==> src/rtl/uc_sequencer_pkg.sv <==
// Shared types and constants for the hardwired control unit.
package uc_sequencer_pkg;

  localparam int unsigned DIR_W = 6;
  localparam int unsigned ALU_W = 4;
  localparam int unsigned OPS_W = 8;
  localparam int unsigned PSR_W = 4;

  typedef enum logic [2:0] {
    IDLE     = 3'd0,
    FETCH    = 3'd1,
    DECODE   = 3'd2,
    EXEC_ALU = 3'd3,
    LD_WAIT  = 3'd4,
    INCPC    = 3'd5,
    HALT     = 3'd6,
    ERROR    = 3'd7
  } state_e;

  typedef enum logic [1:0] {
    CLS_ALU     = 2'd0,
    CLS_LD      = 2'd1,
    CLS_HALT    = 2'd2,
    CLS_ILLEGAL = 2'd3
  } instr_class_e;

  // Register-file addresses; R_ZERO as a C address suppresses the write
  localparam logic [DIR_W-1:0] R_ZERO = 6'd0;
  localparam logic [DIR_W-1:0] R_ONE  = 6'd1;
  localparam logic [DIR_W-1:0] R_PC   = 6'd2;
  localparam logic [DIR_W-1:0] R_IR   = 6'd3;
  localparam logic [DIR_W-1:0] R_OUT  = 6'd4;

  localparam logic [ALU_W-1:0] ALU_ADD = 4'b0000;

  localparam logic [1:0]       OP_ALU   = 2'b10;
  localparam logic [OPS_W-1:0] OPS_LD   = 8'hC0;
  localparam logic [OPS_W-1:0] OPS_HALT = 8'h00;

endpackage

==> src/rtl/uc_sequencer_decode.sv <==
// Combinational instruction classifier: {op, op3, i} -> class and ALU code.
module uc_sequencer_decode
  import uc_sequencer_pkg::*;
#(
  parameter int unsigned DATAWIDTH_DECODEROP     = OPS_W,
  parameter int unsigned DATAWIDTH_ALU_SELECTION = ALU_W
) (
  input  logic [DATAWIDTH_DECODEROP-1:0]     ops_i,
  input  logic                               bit13_i,
  output instr_class_e                       class_o,
  output logic [DATAWIDTH_ALU_SELECTION-1:0] alu_code_o
);

  // Classify the opcode; anything not recognised is illegal
  always_comb begin
    class_o    = CLS_ILLEGAL;
    alu_code_o = DATAWIDTH_ALU_SELECTION'({ops_i[4], ops_i[2:0]});
    if (ops_i == DATAWIDTH_DECODEROP'(OPS_HALT)) begin
      class_o = CLS_HALT;
    end else if ((ops_i[7:6] == OP_ALU) && !ops_i[5] && !ops_i[3] && !bit13_i) begin
      class_o = CLS_ALU;
    end else if ((ops_i == DATAWIDTH_DECODEROP'(OPS_LD)) && !bit13_i) begin
      class_o = CLS_LD;
    end
  end

endmodule

==> src/rtl/uc_sequencer.sv <==
// Hardwired control unit: fetch/decode/execute/PC-increment sequencing,
// memory req/ack handshake, PSR and sticky error flag.
module uc_sequencer
  import uc_sequencer_pkg::*;
#(
  parameter int unsigned DATAWIDTH_MIR_DIRECTION = DIR_W,
  parameter int unsigned DATAWIDTH_ALU_SELECTION = ALU_W,
  parameter int unsigned DATAWIDTH_DECODEROP     = OPS_W
) (
  input  logic                               UC_SEQUENCER_CLOCK_50,
  input  logic                               UC_SEQUENCER_ResetInLow_In,
  input  logic                               UC_SEQUENCER_Run_In,
  input  logic [DATAWIDTH_DECODEROP-1:0]     UC_SEQUENCER_OPS_InBus,
  input  logic                               UC_SEQUENCER_Bit13_In,
  input  logic                               UC_SEQUENCER_SetCode_In,
  input  logic                               UC_SEQUENCER_FlagN_In,
  input  logic                               UC_SEQUENCER_FlagZ_In,
  input  logic                               UC_SEQUENCER_FlagV_In,
  input  logic                               UC_SEQUENCER_FlagC_In,
  input  logic                               UC_SEQUENCER_MemAck_In,
  output logic [DATAWIDTH_MIR_DIRECTION-1:0] UC_SEQUENCER_DirA_OutBus,
  output logic [DATAWIDTH_MIR_DIRECTION-1:0] UC_SEQUENCER_DirB_OutBus,
  output logic [DATAWIDTH_MIR_DIRECTION-1:0] UC_SEQUENCER_DirC_OutBus,
  output logic                               UC_SEQUENCER_SelectA_Out,
  output logic                               UC_SEQUENCER_SelectB_Out,
  output logic                               UC_SEQUENCER_SelectC_Out,
  output logic [DATAWIDTH_ALU_SELECTION-1:0] UC_SEQUENCER_ALUOperation_OutBus,
  output logic                               UC_SEQUENCER_RD_Out,
  output logic                               UC_SEQUENCER_MemReq_Out,
  output logic [PSR_W-1:0]                   UC_SEQUENCER_PSR_OutBus,
  output logic                               UC_SEQUENCER_Busy_Out,
  output logic                               UC_SEQUENCER_Error_Out
);

  localparam int unsigned AW = DATAWIDTH_MIR_DIRECTION;
  localparam int unsigned LW = DATAWIDTH_ALU_SELECTION;

  state_e            state_q, state_d;
  logic [PSR_W-1:0]  psr_q, psr_d;
  logic              error_q, error_d;

  instr_class_e      dec_class;
  logic [LW-1:0]     dec_alu_code;

  uc_sequencer_decode #(
    .DATAWIDTH_DECODEROP     (DATAWIDTH_DECODEROP),
    .DATAWIDTH_ALU_SELECTION (DATAWIDTH_ALU_SELECTION)
  ) u_decode (
    .ops_i      (UC_SEQUENCER_OPS_InBus),
    .bit13_i    (UC_SEQUENCER_Bit13_In),
    .class_o    (dec_class),
    .alu_code_o (dec_alu_code)
  );

  // State, PSR and error registers with synchronous active-low reset
  always_ff @(posedge UC_SEQUENCER_CLOCK_50) begin
    if (!UC_SEQUENCER_ResetInLow_In) begin
      state_q <= IDLE;
      psr_q   <= '0;
      error_q <= 1'b0;
    end else begin
      state_q <= state_d;
      psr_q   <= psr_d;
      error_q <= error_d;
    end
  end

  // Next-state and datapath control; ack-dependent outputs are Mealy
  always_comb begin
    state_d  = state_q;
    psr_d    = psr_q;
    error_d  = error_q;
    UC_SEQUENCER_DirA_OutBus         = '0;
    UC_SEQUENCER_DirB_OutBus         = '0;
    UC_SEQUENCER_DirC_OutBus         = '0;
    UC_SEQUENCER_SelectA_Out         = 1'b0;
    UC_SEQUENCER_SelectB_Out         = 1'b0;
    UC_SEQUENCER_SelectC_Out         = 1'b0;
    UC_SEQUENCER_ALUOperation_OutBus = '0;
    UC_SEQUENCER_RD_Out              = 1'b0;
    UC_SEQUENCER_MemReq_Out          = 1'b0;

    unique case (state_q)
      IDLE: begin
        if (UC_SEQUENCER_Run_In) state_d = FETCH;
      end

      FETCH: begin
        UC_SEQUENCER_DirA_OutBus = AW'(R_PC);
        UC_SEQUENCER_DirC_OutBus = AW'(R_ZERO);
        UC_SEQUENCER_MemReq_Out  = 1'b1;
        if (UC_SEQUENCER_MemAck_In) begin
          UC_SEQUENCER_RD_Out      = 1'b1;
          UC_SEQUENCER_DirC_OutBus = AW'(R_IR);
          state_d                  = DECODE;
        end
      end

      DECODE: begin
        unique case (dec_class)
          CLS_HALT: state_d = HALT;
          CLS_ALU:  state_d = EXEC_ALU;
          CLS_LD:   state_d = LD_WAIT;
          default: begin
            state_d = ERROR;
            error_d = 1'b1;
          end
        endcase
      end

      EXEC_ALU: begin
        UC_SEQUENCER_SelectA_Out         = 1'b1;
        UC_SEQUENCER_SelectB_Out         = 1'b1;
        UC_SEQUENCER_SelectC_Out         = 1'b1;
        UC_SEQUENCER_ALUOperation_OutBus = dec_alu_code;
        if (UC_SEQUENCER_SetCode_In) begin
          psr_d = ~{UC_SEQUENCER_FlagN_In, UC_SEQUENCER_FlagZ_In,
                    UC_SEQUENCER_FlagV_In, UC_SEQUENCER_FlagC_In};
        end
        state_d = INCPC;
      end

      LD_WAIT: begin
        // rd select is held off until the ack so it is only written once
        UC_SEQUENCER_SelectA_Out = 1'b1;
        UC_SEQUENCER_DirC_OutBus = AW'(R_ZERO);
        UC_SEQUENCER_MemReq_Out  = 1'b1;
        if (UC_SEQUENCER_MemAck_In) begin
          UC_SEQUENCER_RD_Out      = 1'b1;
          UC_SEQUENCER_SelectC_Out = 1'b1;
          state_d                  = INCPC;
        end
      end

      INCPC: begin
        UC_SEQUENCER_DirA_OutBus         = AW'(R_PC);
        UC_SEQUENCER_DirB_OutBus         = AW'(R_ONE);
        UC_SEQUENCER_DirC_OutBus         = AW'(R_PC);
        UC_SEQUENCER_ALUOperation_OutBus = LW'(ALU_ADD);
        state_d = UC_SEQUENCER_Run_In ? FETCH : IDLE;
      end

      HALT: begin
        state_d = IDLE;
      end

      ERROR: begin
        state_d = ERROR;
      end

      default: begin
        state_d = IDLE;
      end
    endcase
  end

  // Status outputs
  always_comb begin
    UC_SEQUENCER_PSR_OutBus = psr_q;
    UC_SEQUENCER_Error_Out  = error_q;
    UC_SEQUENCER_Busy_Out   = (state_q != IDLE) && (state_q != ERROR);
  end

endmodule

==> config.mk <==
export PLATFORM = sky130hd
export DESIGN_NAME = uc_sequencer
export DESIGN_NICKNAME = d
export VERILOG_FILES = /design/src/rtl/uc_sequencer_pkg.sv /design/src/rtl/uc_sequencer_decode.sv /design/src/rtl/uc_sequencer.sv
export SDC_FILE = /design/constraint.sdc
export NUM_CORES = 1
export LEC_CHECK = 0
export CORE_ASPECT_RATIO = 0.9
export CORE_MARGIN = 1.5
export CORE_UTILIZATION = 31
export DETAILED_ROUTE_END_ITERATION = 16
export PLACE_DENSITY = 0.73
export SYNTH_ARGS = -nofsm -noshare
export SYNTH_HDL_FRONTEND = slang
export SYNTH_HIERARCHICAL = 1
export SYNTH_SLANG_ARGS = --single-unit
export TNS_END_PERCENT = 20
==> constraint.sdc <==
create_clock -name UC_SEQUENCER_CLOCK_50 -period 2.2 [get_ports UC_SEQUENCER_CLOCK_50]
set_input_delay 0.44 -clock UC_SEQUENCER_CLOCK_50 [delete_from_list [all_inputs] [get_ports UC_SEQUENCER_CLOCK_50]]
set_output_delay 0.44 -clock UC_SEQUENCER_CLOCK_50 [all_outputs]
set_load 0.1 [all_outputs]
==> qor.log <==
[power_and_ir_drop] Max VDD drop 0.000974 V
[clocking] H-Tree Level Count 1
[yosys] main combinational cell family by area after synthesis buffers and inverters
[critical_path] largest fanout on the critical path 3
[cells_and_area] final-layout fill cell count 209
[clocking] Inserted Clock Buffers 3
[yosys] count of yosys warnings during synthesis 6
[cells_and_area] post-route core utilization 57.1%
[yosys] number of synthesized register bits 8
[clocking] TritonCTS clock tree yes
[drt] routed len/inst 12.9 µm
[drt] antenna-violating nets left 0
[cells_and_area] flip-flop and latch area 163 µm²
[yosys] simple logic cell fraction of the synthesized area 23.9%
[global_route] initial antenna violation count 0
[yosys] mean instance size in the synthesized netlist 7.89 µm²
[yosys] number of flops mapped to enable cells by yosys 0
[yosys] gate count of the mapped netlist 91
[worst_hold_path] worst min-delay path class register to register
[timing] number of failing setup endpoints in the final timing report 0
[drt] total detailed-routing wirelength 1.95 mm
[yosys] Synth Area in Compound Gates 17.2%
[yosys] netlist area before placement 718 µm²
[yosys] XOR/XNOR Fraction of Synth Area 1.22%
[place] Final HPWL DP 1.54 mm
[timing] max-slew violation count 0
[drt] DR vias/cell 4.56
[timing] setup TNS after final layout 0 ns
[timing] maximum achievable frequency 462 MHz
[cells_and_area] diode count 0
[drt] iteration-0 DRC count of the detailed router 2
[place] port buffer count 36
[drt] first-pass iteration count of the detailed router 3
[drt] number of design rule violations left after detail routing 0
[critical_path] cell breakdown of the critical path clkdlybuf4s50_1 -> nor4_4 -> a2bb2oi_2 -> inv_2 -> ha_4 -> o21ba_1 -> a221o_1 -> mux2i_1
[cells_and_area] area grow syn2layout 73.5%
[critical_path] peak per-stage delay on the critical path 0.45 ns
[timing] portion of the clock cycle consumed by the worst path in the final layout 98.4%
[yosys] ys flop type sky130_fd_sc_hd__dfxtp_1
[timing] Final Critical Period 2.17 ns
[floorplanning] initial core utilization 32.9%
[global_route] maximum number of pins on one net before global-route repair 13
[drt] via count 689
[timing] clock tree skew after final layout 0.00263 ns
[power_and_ir_drop] overall power of the completed layout 1520 µW
[floorplanning] core area 2180 µm²
[yosys] number of distinct library cells after synthesis 32
[critical_path] number of buffer and inverter stages on the critical path 2
[place] final weighted congestion of routability-driven global placement 0.794
[global_route] total gr overflow 0
[global_route] global-route wire length before repair 2.99 mm
[clocking] cell at the root of the clock tree sky130_fd_sc_hd__clkbuf_4
[clocking] worst skew pair latency 0.25 ns
[critical_path] Startpoint Class input pin
[yosys] adder-cell share of the synthesized area 5.23%
[power_and_ir_drop] P per Cell Area 1220 nW/µm²
[critical_path] category of the most critical setup path input pin to register
[critical_path] arrival time reported for the critical path endpoint 2.34 ns
[clocking] number of buffers on the longest clock path 2
[critical_path] Critical Path Sink Type register
[floorplanning] die outline area 2610 µm²
[critical_path] family with the most delay on the worst path compound AO/OA/AOI/OAI gates
[clocking] clk slew on worst S/H paths 0.05 ns
[clocking] Hold-fix buffers, CTS 0
[yosys] proportion of synthesized area in mux cells 2.79%
[global_route] vias in the first global route 681
[cells_and_area] Multi-input gate area 499 µm²
[timing] Hold Fails Final Rpt 0
[clocking] sinks on the clock net 8
[power_and_ir_drop] Static Leakage 0.000528 µW
[job] number of max-cap violations 0
[critical_path] Worst Path Required 2.38 ns
[cells_and_area] commonest cells after routing, fill and taps aside sky130_fd_sc_hd__conb_1, sky130_fd_sc_hd__buf_12, sky130_fd_sc_hd__clkdlybuf4s50_1
[floorplanning] standard-cell row count 16
[cells_and_area] fin nets 147
[critical_path] slowest library cell on the worst path sky130_fd_sc_hd__clkdlybuf4s50_1
[run_status] outcome completed
[global_route] global router's overall resource usage 15.1%
[cells_and_area] layout cells sized above 1 37.1%
[yosys] sequential share of the synthesized area 22.3%
[floorplanning] die height 48.7 µm
[yosys] async set or reset register ratio after synthesis 0%
[floorplanning] Boundary Pins 51
[timing] setup repair after global routing missed its margin true
[floorplanning] horizontal die dimension 53.7 µm
==> metal layers <==
metal	vias up	part of all wire [%]	GRT usage, %
met2	29	53	25.6
met3	4	7.5	3.40
met4	0	1.8	5.13
met1	315	38	18.0
li1	341	-	-
met5	-	0	0
==> cell type report <==
class | instances | share of cell area (%)
timing repair buffer | 39 | 40.6
sequential | 8 | 13.1
inverter | 6 | 1.81
clock buffer | 3 | 1.81
tap | 27 | 2.71
multi-input combinational | 68 | 40.1
==> sequential cells by signal (all words and copies together) (netlist names) <==
signal,count
UC_SEQUENCER_Error_Out,1
UC_SEQUENCER_PSR_OutBus,4
state_q,3
==> synthesized netlist by cell type (2+ instances only) <==
library cell | number | area (µm²)
sky130_fd_sc_hd__and2_1 | 5 | 31.3
sky130_fd_sc_hd__buf_4 | 19 | 143
sky130_fd_sc_hd__a211oi_1 | 4 | 30.0
sky130_fd_sc_hd__inv_1 | 6 | 22.5
sky130_fd_sc_hd__ha_1 | 3 | 37.5
sky130_fd_sc_hd__nor4_1 | 2 | 12.5
sky130_fd_sc_hd__nor2_1 | 12 | 45.0
sky130_fd_sc_hd__dfxtp_1 | 8 | 160
sky130_fd_sc_hd__o21ai_0 | 2 | 10.0
sky130_fd_sc_hd__buf_6 | 2 | 22.5
sky130_fd_sc_hd__a21oi_1 | 3 | 15.0
sky130_fd_sc_hd__mux2i_1 | 2 | 20.0
sky130_fd_sc_hd__nand2_1 | 4 | 15.0
==> kinds of logic (layout without fill, tap and decap cells) <==
kind of cell / count (synthesis) / count (layout)
buffers and inverters: 28 / 48
DFF: 8 / 8
xor gates and xnor gates: 1 / 1
other: 1 / 14
AOI/OAI and AO/OA: 17 / 17
muxes: 2 / 2
adders and majority gates: 3 / 3
and+or+nand+nor: 31 / 31
==> worst register-to-register path: cells and delay by family (launching register included) <==
kind / cells / cell delay, ns
and+or+nand+nor: 1 / 0.07
DFF: 1 / 0.54
AOI/OAI and AO/OA: 1 / 0.34
buffers and inverters: 1 / 0.23
==> repair_timing <==
action / 4_1_cts / 5_1_grt
pin swaps: 3 / 1
endpoints found under the setup margin: 2 / 6
buffers inserted: 1 / 0
resized for setup: 13 / 3
==> path summary, 6_finish.rpt <==
path              slack, ns                                       to                                    start  cells past startpoint
hold reg to reg        0.50  UC_SEQUENCER_PSR_OutBus[3]$_SDFFE_PN0P_  UC_SEQUENCER_PSR_OutBus[3]$_SDFFE_PN0P_                      2
setup reg to reg       0.90      UC_SEQUENCER_Error_Out$_SDFFE_PN0P_                  state_q[0]$_SDFFE_PN0P_                      3
setup / recovery       0.03                  state_q[0]$_SDFFE_PN0P_                UC_SEQUENCER_OPS_InBus[4]                      8
hold / removal         0.50  UC_SEQUENCER_PSR_OutBus[3]$_SDFFE_PN0P_  UC_SEQUENCER_PSR_OutBus[3]$_SDFFE_PN0P_                      2
==> per-stage QoR <==
step                setup slack (ns)  hold WS (ns)  cells  area [µm²]
detailed placement            -0.443         0.493    147        1160
global route                 -0.0167         0.516    151        1250
floorplan                     -0.259         0.536    104         797
CTS                           0.0507         0.500    151        1240
finish                        0.0343         0.496    151        1250
global placement              -0.315         0.471    147        1160
==> where the power goes <==
group / leakage, µW / internal, µW / switching (µW) / total (µW)
Sequential: 0.0000659 / 171 / 58.2 / 229
Clock: 0.0000138 / 62.1 / 45.5 / 108
Combinational: 0.000448 / 376 / 805 / 1180
(Power assumes the default switching activity.)
